`src/rtl/axi_pkg.sv`:
```
// rtl/axi_pkg.sv - shared arbiter state encoding, AXI-lite response codes and bus widths
package axi_pkg;

  typedef enum logic [1:0] {
    IDLE     = 2'd0,
    GRANT_RD = 2'd1,
    GRANT_WR = 2'd2
  } arb_state_e;

  localparam logic [1:0] RESP_OKAY   = 2'b00;
  localparam logic [1:0] RESP_SLVERR = 2'b10;
  localparam logic [1:0] RESP_DECERR = 2'b11;

  localparam int AXI_ADDR_W = 32;
  localparam int AXI_DATA_W = 32;

endpackage

```
`src/rtl/axi_lite_if.sv`:
```
// rtl/axi_lite_if.sv - AXI-lite bundle with master and slave views
interface axi_lite_if
  import axi_pkg::*;
#(
  parameter int ADDR_W = AXI_ADDR_W,
  parameter int DATA_W = AXI_DATA_W
);

  logic [ADDR_W-1:0]   araddr;
  logic                arvalid;
  logic                arready;
  logic [DATA_W-1:0]   rdata;
  logic [1:0]          rresp;
  logic                rvalid;
  logic                rready;
  logic [ADDR_W-1:0]   awaddr;
  logic                awvalid;
  logic                awready;
  logic [DATA_W-1:0]   wdata;
  logic [DATA_W/8-1:0] wstrb;
  logic                wvalid;
  logic                wready;
  logic [1:0]          bresp;
  logic                bvalid;
  logic                bready;

  modport master (
    output araddr, arvalid, rready, awaddr, awvalid, wdata, wstrb, wvalid, bready,
    input  arready, rdata, rresp, rvalid, awready, wready, bresp, bvalid
  );

  modport slave (
    input  araddr, arvalid, rready, awaddr, awvalid, wdata, wstrb, wvalid, bready,
    output arready, rdata, rresp, rvalid, awready, wready, bresp, bvalid
  );

endinterface

```
`src/rtl/axi_lite_arbiter_rr_arb2.sv`:
```
// rtl/axi_lite_arbiter_rr_arb2.sv - combinational 2-way picker, contention goes to the side not granted last
module rr_arb2 (
  input  logic [1:0] req,
  input  logic       last,
  output logic [1:0] gnt
);

  always_comb begin
    gnt = 2'b00;
    case (req)
      2'b01:   gnt = 2'b01;
      2'b10:   gnt = 2'b10;
      2'b11:   gnt = last ? 2'b01 : 2'b10;
      default: gnt = 2'b00;
    endcase
  end

endmodule

```
`src/rtl/axi_lite_arbiter.sv`:
```
// rtl/axi_lite_arbiter.sv - two AXI-lite masters sharing one slave, one whole transaction per grant
module axi_lite_arbiter
  import axi_pkg::*;
#(
  parameter bit RR_EN = 1'b1
) (
  input  logic       clk,
  input  logic       rst,
  axi_lite_if.slave  m0,
  axi_lite_if.slave  m1,
  axi_lite_if.master s
);

  arb_state_e r_state;
  logic       r_owner;
  logic       r_last;

  logic [1:0] w_req;
  logic [1:0] w_gnt;
  logic       w_last;
  logic       w_win_ar;
  logic       w_rd, w_wr;
  logic       w_rd0, w_rd1, w_wr0, w_wr1;

  assign w_req    = {m1.arvalid | m1.awvalid | m1.wvalid, m0.arvalid | m0.awvalid | m0.wvalid};
  // Fixed priority reuses the picker: "m0 was last" always favours m1.
  assign w_last   = RR_EN ? r_last : 1'b0;
  assign w_win_ar = w_gnt[1] ? m1.arvalid : m0.arvalid;

  rr_arb2 u_pick (
    .req  (w_req),
    .last (w_last),
    .gnt  (w_gnt)
  );

  logic w_own_rready, w_own_bready;
  assign w_own_rready = r_owner ? m1.rready : m0.rready;
  assign w_own_bready = r_owner ? m1.bready : m0.bready;

  always_ff @(posedge clk or posedge rst) begin
    if (rst) begin
      r_state <= IDLE;
      r_owner <= 1'b0;
      r_last  <= 1'b1;
    end else begin
      case (r_state)
        IDLE: begin
          if (|w_gnt) begin
            r_owner <= w_gnt[1];
            r_last  <= w_gnt[1];
            r_state <= w_win_ar ? GRANT_RD : GRANT_WR;
          end
        end
        GRANT_RD: if (s.rvalid && w_own_rready) r_state <= IDLE;
        GRANT_WR: if (s.bvalid && w_own_bready) r_state <= IDLE;
        default:  r_state <= IDLE;
      endcase
    end
  end

  assign w_rd  = (r_state == GRANT_RD);
  assign w_wr  = (r_state == GRANT_WR);
  assign w_rd0 = w_rd & ~r_owner;
  assign w_rd1 = w_rd &  r_owner;
  assign w_wr0 = w_wr & ~r_owner;
  assign w_wr1 = w_wr &  r_owner;

  assign s.araddr  = w_rd ? (r_owner ? m1.araddr : m0.araddr) : '0;
  assign s.arvalid = w_rd & (r_owner ? m1.arvalid : m0.arvalid);
  assign s.rready  = w_rd & w_own_rready;
  assign s.awaddr  = w_wr ? (r_owner ? m1.awaddr : m0.awaddr) : '0;
  assign s.awvalid = w_wr & (r_owner ? m1.awvalid : m0.awvalid);
  assign s.wdata   = w_wr ? (r_owner ? m1.wdata : m0.wdata) : '0;
  assign s.wstrb   = w_wr ? (r_owner ? m1.wstrb : m0.wstrb) : '0;
  assign s.wvalid  = w_wr & (r_owner ? m1.wvalid : m0.wvalid);
  assign s.bready  = w_wr & w_own_bready;

  assign m0.arready = w_rd0 & s.arready;
  assign m0.rvalid  = w_rd0 & s.rvalid;
  assign m0.rdata   = w_rd0 ? s.rdata : '0;
  assign m0.rresp   = w_rd0 ? s.rresp : '0;
  assign m0.awready = w_wr0 & s.awready;
  assign m0.wready  = w_wr0 & s.wready;
  assign m0.bvalid  = w_wr0 & s.bvalid;
  assign m0.bresp   = w_wr0 ? s.bresp : '0;

  assign m1.arready = w_rd1 & s.arready;
  assign m1.rvalid  = w_rd1 & s.rvalid;
  assign m1.rdata   = w_rd1 ? s.rdata : '0;
  assign m1.rresp   = w_rd1 ? s.rresp : '0;
  assign m1.awready = w_wr1 & s.awready;
  assign m1.wready  = w_wr1 & s.wready;
  assign m1.bvalid  = w_wr1 & s.bvalid;
  assign m1.bresp   = w_wr1 ? s.bresp : '0;

endmodule

```
`src/flat_wrapper.sv`:
```
// flat-port wrapper written by rule: the top's interface ports become plain ports
module axi_lite_arbiter_flat import axi_pkg::*;
#(
  parameter bit RR_EN = 1'b1
)
  (clk, rst, m0_araddr, m0_arvalid, m0_rready, m0_awaddr, m0_awvalid, m0_wdata, m0_wstrb, m0_wvalid, m0_bready, m0_arready, m0_rdata, m0_rresp, m0_rvalid, m0_awready, m0_wready, m0_bresp, m0_bvalid, m1_araddr, m1_arvalid, m1_rready, m1_awaddr, m1_awvalid, m1_wdata, m1_wstrb, m1_wvalid, m1_bready, m1_arready, m1_rdata, m1_rresp, m1_rvalid, m1_awready, m1_wready, m1_bresp, m1_bvalid, s_araddr, s_arvalid, s_rready, s_awaddr, s_awvalid, s_wdata, s_wstrb, s_wvalid, s_bready, s_arready, s_rdata, s_rresp, s_rvalid, s_awready, s_wready, s_bresp, s_bvalid);
  axi_lite_if m0_i ();
  axi_lite_if m1_i ();
  axi_lite_if s_i ();
  input  logic clk;
  input  logic rst;
  input wire logic [$bits(m0_i.araddr)-1:0] m0_araddr;
  input wire logic [$bits(m0_i.arvalid)-1:0] m0_arvalid;
  input wire logic [$bits(m0_i.rready)-1:0] m0_rready;
  input wire logic [$bits(m0_i.awaddr)-1:0] m0_awaddr;
  input wire logic [$bits(m0_i.awvalid)-1:0] m0_awvalid;
  input wire logic [$bits(m0_i.wdata)-1:0] m0_wdata;
  input wire logic [$bits(m0_i.wstrb)-1:0] m0_wstrb;
  input wire logic [$bits(m0_i.wvalid)-1:0] m0_wvalid;
  input wire logic [$bits(m0_i.bready)-1:0] m0_bready;
  output wire logic [$bits(m0_i.arready)-1:0] m0_arready;
  output wire logic [$bits(m0_i.rdata)-1:0] m0_rdata;
  output wire logic [$bits(m0_i.rresp)-1:0] m0_rresp;
  output wire logic [$bits(m0_i.rvalid)-1:0] m0_rvalid;
  output wire logic [$bits(m0_i.awready)-1:0] m0_awready;
  output wire logic [$bits(m0_i.wready)-1:0] m0_wready;
  output wire logic [$bits(m0_i.bresp)-1:0] m0_bresp;
  output wire logic [$bits(m0_i.bvalid)-1:0] m0_bvalid;
  input wire logic [$bits(m1_i.araddr)-1:0] m1_araddr;
  input wire logic [$bits(m1_i.arvalid)-1:0] m1_arvalid;
  input wire logic [$bits(m1_i.rready)-1:0] m1_rready;
  input wire logic [$bits(m1_i.awaddr)-1:0] m1_awaddr;
  input wire logic [$bits(m1_i.awvalid)-1:0] m1_awvalid;
  input wire logic [$bits(m1_i.wdata)-1:0] m1_wdata;
  input wire logic [$bits(m1_i.wstrb)-1:0] m1_wstrb;
  input wire logic [$bits(m1_i.wvalid)-1:0] m1_wvalid;
  input wire logic [$bits(m1_i.bready)-1:0] m1_bready;
  output wire logic [$bits(m1_i.arready)-1:0] m1_arready;
  output wire logic [$bits(m1_i.rdata)-1:0] m1_rdata;
  output wire logic [$bits(m1_i.rresp)-1:0] m1_rresp;
  output wire logic [$bits(m1_i.rvalid)-1:0] m1_rvalid;
  output wire logic [$bits(m1_i.awready)-1:0] m1_awready;
  output wire logic [$bits(m1_i.wready)-1:0] m1_wready;
  output wire logic [$bits(m1_i.bresp)-1:0] m1_bresp;
  output wire logic [$bits(m1_i.bvalid)-1:0] m1_bvalid;
  output wire logic [$bits(s_i.araddr)-1:0] s_araddr;
  output wire logic [$bits(s_i.arvalid)-1:0] s_arvalid;
  output wire logic [$bits(s_i.rready)-1:0] s_rready;
  output wire logic [$bits(s_i.awaddr)-1:0] s_awaddr;
  output wire logic [$bits(s_i.awvalid)-1:0] s_awvalid;
  output wire logic [$bits(s_i.wdata)-1:0] s_wdata;
  output wire logic [$bits(s_i.wstrb)-1:0] s_wstrb;
  output wire logic [$bits(s_i.wvalid)-1:0] s_wvalid;
  output wire logic [$bits(s_i.bready)-1:0] s_bready;
  input wire logic [$bits(s_i.arready)-1:0] s_arready;
  input wire logic [$bits(s_i.rdata)-1:0] s_rdata;
  input wire logic [$bits(s_i.rresp)-1:0] s_rresp;
  input wire logic [$bits(s_i.rvalid)-1:0] s_rvalid;
  input wire logic [$bits(s_i.awready)-1:0] s_awready;
  input wire logic [$bits(s_i.wready)-1:0] s_wready;
  input wire logic [$bits(s_i.bresp)-1:0] s_bresp;
  input wire logic [$bits(s_i.bvalid)-1:0] s_bvalid;
  assign m0_i.araddr = m0_araddr;
  assign m0_i.arvalid = m0_arvalid;
  assign m0_i.rready = m0_rready;
  assign m0_i.awaddr = m0_awaddr;
  assign m0_i.awvalid = m0_awvalid;
  assign m0_i.wdata = m0_wdata;
  assign m0_i.wstrb = m0_wstrb;
  assign m0_i.wvalid = m0_wvalid;
  assign m0_i.bready = m0_bready;
  assign m0_arready = m0_i.arready;
  assign m0_rdata = m0_i.rdata;
  assign m0_rresp = m0_i.rresp;
  assign m0_rvalid = m0_i.rvalid;
  assign m0_awready = m0_i.awready;
  assign m0_wready = m0_i.wready;
  assign m0_bresp = m0_i.bresp;
  assign m0_bvalid = m0_i.bvalid;
  assign m1_i.araddr = m1_araddr;
  assign m1_i.arvalid = m1_arvalid;
  assign m1_i.rready = m1_rready;
  assign m1_i.awaddr = m1_awaddr;
  assign m1_i.awvalid = m1_awvalid;
  assign m1_i.wdata = m1_wdata;
  assign m1_i.wstrb = m1_wstrb;
  assign m1_i.wvalid = m1_wvalid;
  assign m1_i.bready = m1_bready;
  assign m1_arready = m1_i.arready;
  assign m1_rdata = m1_i.rdata;
  assign m1_rresp = m1_i.rresp;
  assign m1_rvalid = m1_i.rvalid;
  assign m1_awready = m1_i.awready;
  assign m1_wready = m1_i.wready;
  assign m1_bresp = m1_i.bresp;
  assign m1_bvalid = m1_i.bvalid;
  assign s_araddr = s_i.araddr;
  assign s_arvalid = s_i.arvalid;
  assign s_rready = s_i.rready;
  assign s_awaddr = s_i.awaddr;
  assign s_awvalid = s_i.awvalid;
  assign s_wdata = s_i.wdata;
  assign s_wstrb = s_i.wstrb;
  assign s_wvalid = s_i.wvalid;
  assign s_bready = s_i.bready;
  assign s_i.arready = s_arready;
  assign s_i.rdata = s_rdata;
  assign s_i.rresp = s_rresp;
  assign s_i.rvalid = s_rvalid;
  assign s_i.awready = s_awready;
  assign s_i.wready = s_wready;
  assign s_i.bresp = s_bresp;
  assign s_i.bvalid = s_bvalid;
  axi_lite_arbiter #(.RR_EN(RR_EN)) u_core (.clk(clk), .rst(rst), .m0(m0_i), .m1(m1_i), .s(s_i));
endmodule
```
`config.mk`:
```
export PLATFORM = sky130hd
export DESIGN_NAME = axi_lite_arbiter_flat
export DESIGN_NICKNAME = d
export VERILOG_FILES = /design/src/rtl/axi_pkg.sv /design/src/rtl/axi_lite_if.sv /design/src/rtl/axi_lite_arbiter_rr_arb2.sv /design/src/rtl/axi_lite_arbiter.sv /design/src/flat_wrapper.sv
export SDC_FILE = /design/constraint.sdc
export NUM_CORES = 1
export LEC_CHECK = 0
export ABC_AREA = 1
export CAP_MARGIN = 40
export CORE_AREA = 2 2 173 175
export DETAILED_ROUTE_END_ITERATION = 8
export DIE_AREA = 0 0 175 177
export GPL_ROUTABILITY_DRIVEN = 0
export SLEW_MARGIN = 10
export SYNTH_ARGS = -nofsm -noshare
export SYNTH_HDL_FRONTEND = slang
export SYNTH_SLANG_ARGS = --single-unit
```
`constraint.sdc`:
```
create_clock -name clk -period 1.4 [get_ports clk]
set_input_delay 0.21 -clock clk [delete_from_list [all_inputs] [get_ports clk]]
set_output_delay 0.21 -clock clk [all_outputs]
set_load 0.05 [all_outputs]
```
==> flow_metrics.py, run 1 <==
metrics = {
    "synth": {
        "number_of_flip_flops_and_latches_in_the_synthesized_netlist": 4,
        "netlist.top_cell.by_area": "sky130_fd_sc_hd__nand2_1",
        "yosysSeqAreaShare_pct": 3.89,
        "cell_variety_after_synth": 24,
        "synth_largest_type_area_fraction_pct": 30.9,
        "yosys_warnings": 0,
        "synth_area_um2": 2600,
        "post_synth_fa_ha_maj_area_fraction_pct": 0,
        "synth_compound_area_share_pct": 31.1,
        "netlist_instances": 517,
        "simple_gate_portion_of_the_synthesized_area_pct": 47.1,
        "synth-xor-area-share_pct": 0,
        "synth.net_count": 770,
        "synth_mux_area_share_pct": 0,
        "synth_top_cells_by_area": "sky130_fd_sc_hd__nand2_1 (31%), sky130_fd_sc_hd__a21oi_2 (23%), sky130_fd_sc_hd__nor2_1 (13%)",
        "synth_top_family_by_area": "simple AND/OR/NAND/NOR gates",
        "post_syn_area_per_cell_um2": 5.04,
    },
    "worst_setup_path": {
        "cpLargestDelayFamily": "buffers and inverters",
        "crit_path_top_delay_cell": "sky130_fd_sc_hd__dfrtp_4",
        "slowest_delay_ns": 0.57,
        "timing.critical_path.arrival_ns": 1.59,
        "timing.reg2reg.setup_slack_ns": -0.12,
        "cp.buffers_inverters": 4,
        "timing.critical_path.mode_cell": "sky130_fd_sc_hd__buf_12",
        "cp-start-kind": "flip-flop",
        "crit_path_cell_trace": "inv_12 > buf_16 > buf_12 > nand2_4 > a21oi_4 > buf_12",
        "max_fo_critical_path": 6,
        "critPathKind": "reg -> out",
        "worstSetupPathDepth": 6,
        "critPathCaptureType": "primary output",
        "worstPathRequired_ns": 1.19,
        "rr_worst_depth": 7,
    },
    "timing": {
        "period_needed_ns": 1.80,
        "finClkSkew_ns": 0.00725,
        "clock.fmax_mhz": 555,
        "timing.hold.ws_ns": 0.188,
        "worst_slew_pin_slew_ns": 0.276,
        "finalCritPeriodShare_pct": 129,
        "setup_slack_ns": -0.401,
        "report.final.slew_viol_count": 0,
        "setup_violations": 189,
        "timing_hold_violations_final": 0,
        "slew_headroom_pct": 81.6,
        "rsz0062_at_grt": "true",
    },
    "floorplanning": {
        "die_x_um": 175,
        "std_cell_rows": 63,
        "ioPinCount": 440,
        "start_util_pct": 8.90,
        "die_h_um": 177,
        "placeableCoreArea_um2": 29200,
        "fp.dieArea_um2": 31000,
    },
    "clock_network": {
        "number_of_buffers_created_by_cts": 3,
        "number_of_levels_the_h_tree_was_split_into": 1,
        "clock_tree.root_cell": "sky130_fd_sc_hd__clkbuf_16",
        "cts_tree": "yes",
        "ctsLongestPathBuffers": 2,
        "clock_latency_ns": 0.23,
        "clock-sinks": 4,
        "path_clk_slew_ns": 0.03,
    },
    "final_layout": {
        "drive_gt1_share_pct": 54.1,
        "area_growth_pct": 372,
        "design.final.nets": 1245,
        "insertedDiodeCount": 0,
    },
    "detailed_routing": {
        "detail_route.first_pass.iterations": 4,
        "ant_nets": 0,
        "drt_drc_violations_left": 0,
        "route.vias.total": 5264,
        "route.detailed.vias_per_inst": 3.81,
        "routed_wirelength_mm": 23.5,
        "route.detailed.wl_per_inst_um": 17.0,
        "detailedRoute.firstIterationViolations": 92,
    },
    "run_status": {
        "violations_in_the_final_reports": "setup timing",
        "run_status": "complete, but fails checks",
    },
    "global_routing": {
        "grt_util_all_layers_pct": 13.4,
        "grt_max_degree": 29,
        "initial_antenna_violation_count": 0,
        "congestion_overflow_gr": 0,
        "grt_pass1_wl_mm": 32.1,
        "first_global_vias": 5622,
    },
    "placed_design": {
        "post-dp-hpwl_mm": 19.0,
        "pre_cts_slack_ns": -0.239,
        "portBuffers": 439,
    },
    "hold_path": {
        "min-delay-path-class": "in -> async",
    },
    "power": {
        "static_leakage_nw": 4.62,
        "vdd.ir_drop.worst_mv": 1.34,
        "power.density_cell_area_nw_per_um2": 1940,
    },
    "flow_run": {
        "max_cap_viol_count": 0,
    },
}
[sequential cells by signal (all words and copies together) (netlist names)]
register	flops
u_core.r_last	1
u_core.r_state	2
u_core.r_owner	1
[cells in the final DEF, fill, tap and decap left out]
| cell | synthesis | layout |
|---|---|---|
| sky130_fd_sc_hd__inv_8 | 0 | 1 |
| sky130_fd_sc_hd__buf_16 | 0 | 7 |
| sky130_fd_sc_hd__buf_4 | 4 | 18 |
| sky130_fd_sc_hd__or2_4 | 0 | 2 |
| sky130_fd_sc_hd__dfrtp_4 | 0 | 1 |
| sky130_fd_sc_hd__o22ai_4 | 0 | 2 |
| sky130_fd_sc_hd__nor2_4 | 1 | 82 |
| sky130_fd_sc_hd__o21ai_1 | 1 | 1 |
| sky130_fd_sc_hd__nand2_2 | 0 | 34 |
| sky130_fd_sc_hd__dfstp_2 | 1 | 1 |
| sky130_fd_sc_hd__inv_12 | 0 | 1 |
| sky130_fd_sc_hd__dfrtp_2 | 0 | 1 |
| sky130_fd_sc_hd__nor2_1 | 87 | 4 |
| sky130_fd_sc_hd__inv_6 | 1 | 1 |
| sky130_fd_sc_hd__clkbuf_16 | 0 | 14 |
| sky130_fd_sc_hd__nand3_1 | 5 | 5 |
| sky130_fd_sc_hd__o21ai_0 | 4 | 2 |
| sky130_fd_sc_hd__clkbuf_1 | 5 | 1 |
| sky130_fd_sc_hd__inv_1 | 47 | 47 |
| sky130_fd_sc_hd__buf_12 | 0 | 206 |
| sky130_fd_sc_hd__clkdlybuf4s50_1 | 0 | 252 |
| sky130_fd_sc_hd__o21ai_4 | 0 | 2 |
| sky130_fd_sc_hd__nand2_8 | 0 | 2 |
| sky130_fd_sc_hd__inv_2 | 3 | 2 |
| sky130_fd_sc_hd__nor2_8 | 1 | 1 |
| sky130_fd_sc_hd__buf_8 | 0 | 4 |
| sky130_fd_sc_hd__a21oi_4 | 0 | 101 |
| sky130_fd_sc_hd__dfrtp_1 | 3 | 1 |
| sky130_fd_sc_hd__nand2_4 | 2 | 38 |
| sky130_fd_sc_hd__nand2_1 | 214 | 142 |
| sky130_fd_sc_hd__o21ai_2 | 1 | 1 |
| sky130_fd_sc_hd__inv_4 | 1 | 1 |
| sky130_fd_sc_hd__nor2_2 | 1 | 3 |
| sky130_fd_sc_hd__buf_6 | 10 | 10 |
[kinds of logic (layout without fill, tap and decap cells)]
family                 after synthesis  after routing
buffers and inverters               91            565
DFF                                  4              4
and+or+nand+nor                    313            313
AOI/OAI and AO/OA                  109            109
[path summary, 6_finish.rpt]
path	startpoint	to
max	u_core.r_owner	s_araddr[4]
min	rst	u_core.r_state[0]
max reg2reg	u_core.r_owner	u_core.r_state[0]
min reg2reg	u_core.r_last	u_core.r_last
max in group asynchronous	rst	u_core.r_last
min in group clk	u_core.r_last	u_core.r_last
[metrics by stage]
step	cell area, um^2	TNS (ns)	power, mW	cells	utilization [%]
6_report	12300	-66.18	23.9	1381	42.0
5_1_grt	12300	-76.33	24.9	1381	42.0
4_1_cts	11600	-66.55	22.4	1362	39.8
3_5_place_dp	11300	-18.87	21.3	1354	38.8
3_3_place_gp	11300	-17.03	21.1	1354	38.8
2_1_floorplan	4310	-8.52	12.0	517	-
[routing by layer]
metal,track usage [%],up-vias,part of all wire (%)
met4,3.16,0,1.5
li1,-,2550,-
met5,0,-,0
met3,3.74,16,7.2
met1,13.7,2444,36
met2,26.8,254,56
[synth_stat cells]
cell                       number
sky130_fd_sc_hd__inv_2          3
sky130_fd_sc_hd__a21oi_1       32
sky130_fd_sc_hd__clkbuf_1       5
sky130_fd_sc_hd__buf_6         10
sky130_fd_sc_hd__nor2_2         1
sky130_fd_sc_hd__inv_6          1
sky130_fd_sc_hd__nand2_4        2
sky130_fd_sc_hd__or2_2          2
sky130_fd_sc_hd__nor2_8         1
sky130_fd_sc_hd__nand3_1        5
sky130_fd_sc_hd__nand2_1      214
sky130_fd_sc_hd__dfstp_2        1
sky130_fd_sc_hd__o21ai_2        1
sky130_fd_sc_hd__a21oi_2       69
sky130_fd_sc_hd__o21ai_0        4
sky130_fd_sc_hd__nor2_1        87
sky130_fd_sc_hd__inv_4          1
sky130_fd_sc_hd__inv_1         47
sky130_fd_sc_hd__o22ai_1        2
sky130_fd_sc_hd__dfrtp_1        3
sky130_fd_sc_hd__nor2_4         1
sky130_fd_sc_hd__o21ai_1        1
sky130_fd_sc_hd__buf_4          4
sky130_fd_sc_hd__buf_2         20
[repair_timing]
item	4_1_cts	5_1_grt
hold buffers	0	0
buffers inserted	2	6
endpoints found under the setup margin	189	189
pin swaps	1	39
gates resized for setup	36	83
gates cloned	2	14
hold endpoints to repair	0	0
[layout make-up]
type / count / area, um^2
Multi-Input combinational cell: 422 / 3970
Clock buffer: 4 / 78.8
Inverter: 52 / 218
Tap cell: 390 / 488
Fill cell: 2759 / 17000
Timing Repair inverter: 1 / 8.76
Sequential cell: 4 / 106
Timing Repair Buffer: 508 / 7420
[power breakdown]
group / leakage, nW / total (mW) / internal (mW) / switching (mW)
clock: 0.0382 / 0.470 / 0.377 / 0.0925
sequential: 0.0451 / 0.331 / 0.199 / 0.132
combinational: 4.54 / 23.1 / 10.3 / 12.8
total: 4.62 / 23.9 / 10.9 / 13.0
Note: power is estimated with default switching activity, not from simulation.
==> run 2, diff against run 1 <==
==> constraint.sdc (replaced) <==
create_clock -name clk -period 1.4 [get_ports clk]
set_input_delay 0.28 -clock clk [delete_from_list [all_inputs] [get_ports clk]]
set_output_delay 0.28 -clock clk [all_outputs]
set_load 0.05 [all_outputs]
==> flow_metrics.py, run 2 (synthesized netlist as in run 1, its figures left out) <==
metrics = {
    "run_status": {
        "run_status": "complete, but fails checks",
        "violations_in_the_final_reports": "setup timing",
    },
    "clock_network": {
        "path_clk_slew_ns": 0.03,
        "clock_latency_ns": 0.23,
        "number_of_buffers_created_by_cts": 3,
        "cts_tree": "yes",
        "ctsLongestPathBuffers": 2,
        "number_of_levels_the_h_tree_was_split_into": 1,
        "cts_hold_buffers": 0,
        "clock_tree.root_cell": "sky130_fd_sc_hd__clkbuf_16",
        "clock-sinks": 4,
    },
    "timing": {
        "setup_slack_ns": -0.461,
        "worst_slew_pin_slew_ns": 0.307,
        "setup-tns-final_ns": -73.24,
        "clock.fmax_mhz": 537,
        "report.final.slew_viol_count": 0,
        "finalCritPeriodShare_pct": 133,
        "setup_violations": 187,
        "rsz0062_at_grt": "true",
        "finClkSkew_ns": 0.00272,
        "slew_headroom_pct": 79.5,
        "timing_hold_violations_final": 0,
        "period_needed_ns": 1.86,
        "timing.hold.ws_ns": 0.245,
    },
    "hold_path": {
        "min-delay-path-class": "in -> async",
    },
    "power": {
        "static_leakage_nw": 4.52,
        "power.density_cell_area_nw_per_um2": 1910,
        "power.total_mw": 23.1,
        "vdd.ir_drop.worst_mv": 0.839,
    },
    "final_layout": {
        "reg_top3": "u_core.r_state: 2 flops, u_core.r_last: 1 flops, u_core.r_owner: 1 flops",
        "drive_gt1_share_pct": 52.1,
        "mostFrequentLayoutCell": "sky130_fd_sc_hd__clkdlybuf4s50_1",
        "area_growth_pct": 364,
        "most-common-layout-cells": "sky130_fd_sc_hd__clkdlybuf4s50_1 (252), sky130_fd_sc_hd__buf_12 (211), sky130_fd_sc_hd__nand2_1 (166)",
        "post_layout_nonfiller_instances": 1387,
        "insertedDiodeCount": 0,
        "largest_register_ffs": 2,
        "design.final.nets": 1251,
        "n_fill_cell": 2756,
        "registers.top_by_ff_count": "u_core.r_state",
    },
    "detailed_routing": {
        "routed_wirelength_mm": 21.5,
        "drt_drc_violations_left": 0,
        "route.vias.total": 5163,
        "ant_nets": 0,
        "route.detailed.wl_per_inst_um": 15.5,
        "detailedRoute.firstIterationViolations": 105,
        "route.detailed.vias_per_inst": 3.72,
        "detail_route.first_pass.iterations": 4,
    },
    "floorplanning": {
        "ioPinCount": 440,
        "std_cell_rows": 63,
        "die_x_um": 175,
        "placeableCoreArea_um2": 29200,
        "die_h_um": 177,
        "start_util_pct": 8.90,
        "fp.dieArea_um2": 31000,
    },
    "global_routing": {
        "gr-usage-met1_pct": 14.0,
        "first_global_vias": 5528,
        "grt_pass1_wl_mm": 31.3,
        "initial_antenna_violation_count": 0,
        "grt_util_met2_pct": 25.0,
        "congestion_overflow_gr": 0,
        "grt-busiest-layer": "met2",
        "gr-usage-met3_pct": 3.74,
        "grt_max_degree": 28,
        "grt_util_all_layers_pct": 12.8,
    },
    "placed_design": {
        "portBuffers": 439,
        "number_of_placed_instances_with_taps_included": 1366,
        "post-dp-hpwl_mm": 17.9,
    },
    "flow_run": {
        "max_cap_viol_count": 0,
    },
    "worst_setup_path": {
        "cp-start-kind": "flip-flop",
        "critPathCaptureType": "primary output",
        "max_fo_critical_path": 20,
        "worstPathRequired_ns": 1.12,
        "timing.critical_path.arrival_ns": 1.58,
        "rr_worst_depth": 5,
        "critPathKind": "reg -> out",
    },
}
run 2: final cells by class:
type | instances | area, um^2 | share of cell area [%]
Inverter | 52 | 225 | 1.87
Tap cell | 390 | 488 | 4.04
Clock buffer | 4 | 78.8 | 0.653
Timing Repair Buffer | 515 | 7360 | 61.0
Multi-Input combinational cell | 422 | 3820 | 31.6
Sequential cell | 4 | 106 | 0.881
run 2: final timing paths:
path,start,slack [ns],endpoint
max,u_core.r_owner,-0.46,s_wstrb[3]
min,rst,0.25,u_core.r_state[0]
max reg2reg,u_core.r_owner,0.08,u_core.r_state[1]
min reg2reg,u_core.r_last,0.47,u_core.r_last
max in group asynchronous,rst,0.93,u_core.r_last
min in group clk,u_core.r_last,0.47,u_core.r_last
run 2: what timing repair did:
action | in CTS | in global routing
gates resized for setup | 93 | 59
setup endpoints to repair | 189 | 189
cloned | 3 | 4
setup buffers | 12 | 2
pin swaps | 8 | 8
hold endpoints to repair | 0 | 0
run 2: layer usage:
layer	wire length, um	up-vias
met2	12000	244
met5	0	-
met3	1680	12
li1	-	2553
met4	133	0
met1	7630	2354
run 2: through the flow:
| stage | utilization (%) | setup WS (ns) | area (um^2) |
|---|---|---|---|
| after CTS | 40.2 | -0.490 | 11800 |
| final | 41.3 | -0.461 | 12100 |
| after detailed placement | 37.9 | -0.325 | 11100 |
| after global routing | 41.3 | -0.532 | 12100 |
| after floorplan | - | -0.210 | 3960 |
| after global placement | 37.9 | -0.317 | 11100 |
run 2: critical path: stages, from the launching register on:
cell                      delay [ns]
sky130_fd_sc_hd__dfrtp_4        0.54
sky130_fd_sc_hd__inv_12         0.16
sky130_fd_sc_hd__buf_12         0.17
sky130_fd_sc_hd__nand2_1        0.10
sky130_fd_sc_hd__a21oi_4        0.20
sky130_fd_sc_hd__buf_12         0.16
run 2: power breakdown:
part           switching (mW)  internal, mW
logic                    12.4          9.96
clock network          0.0856         0.377
registers               0.109         0.200
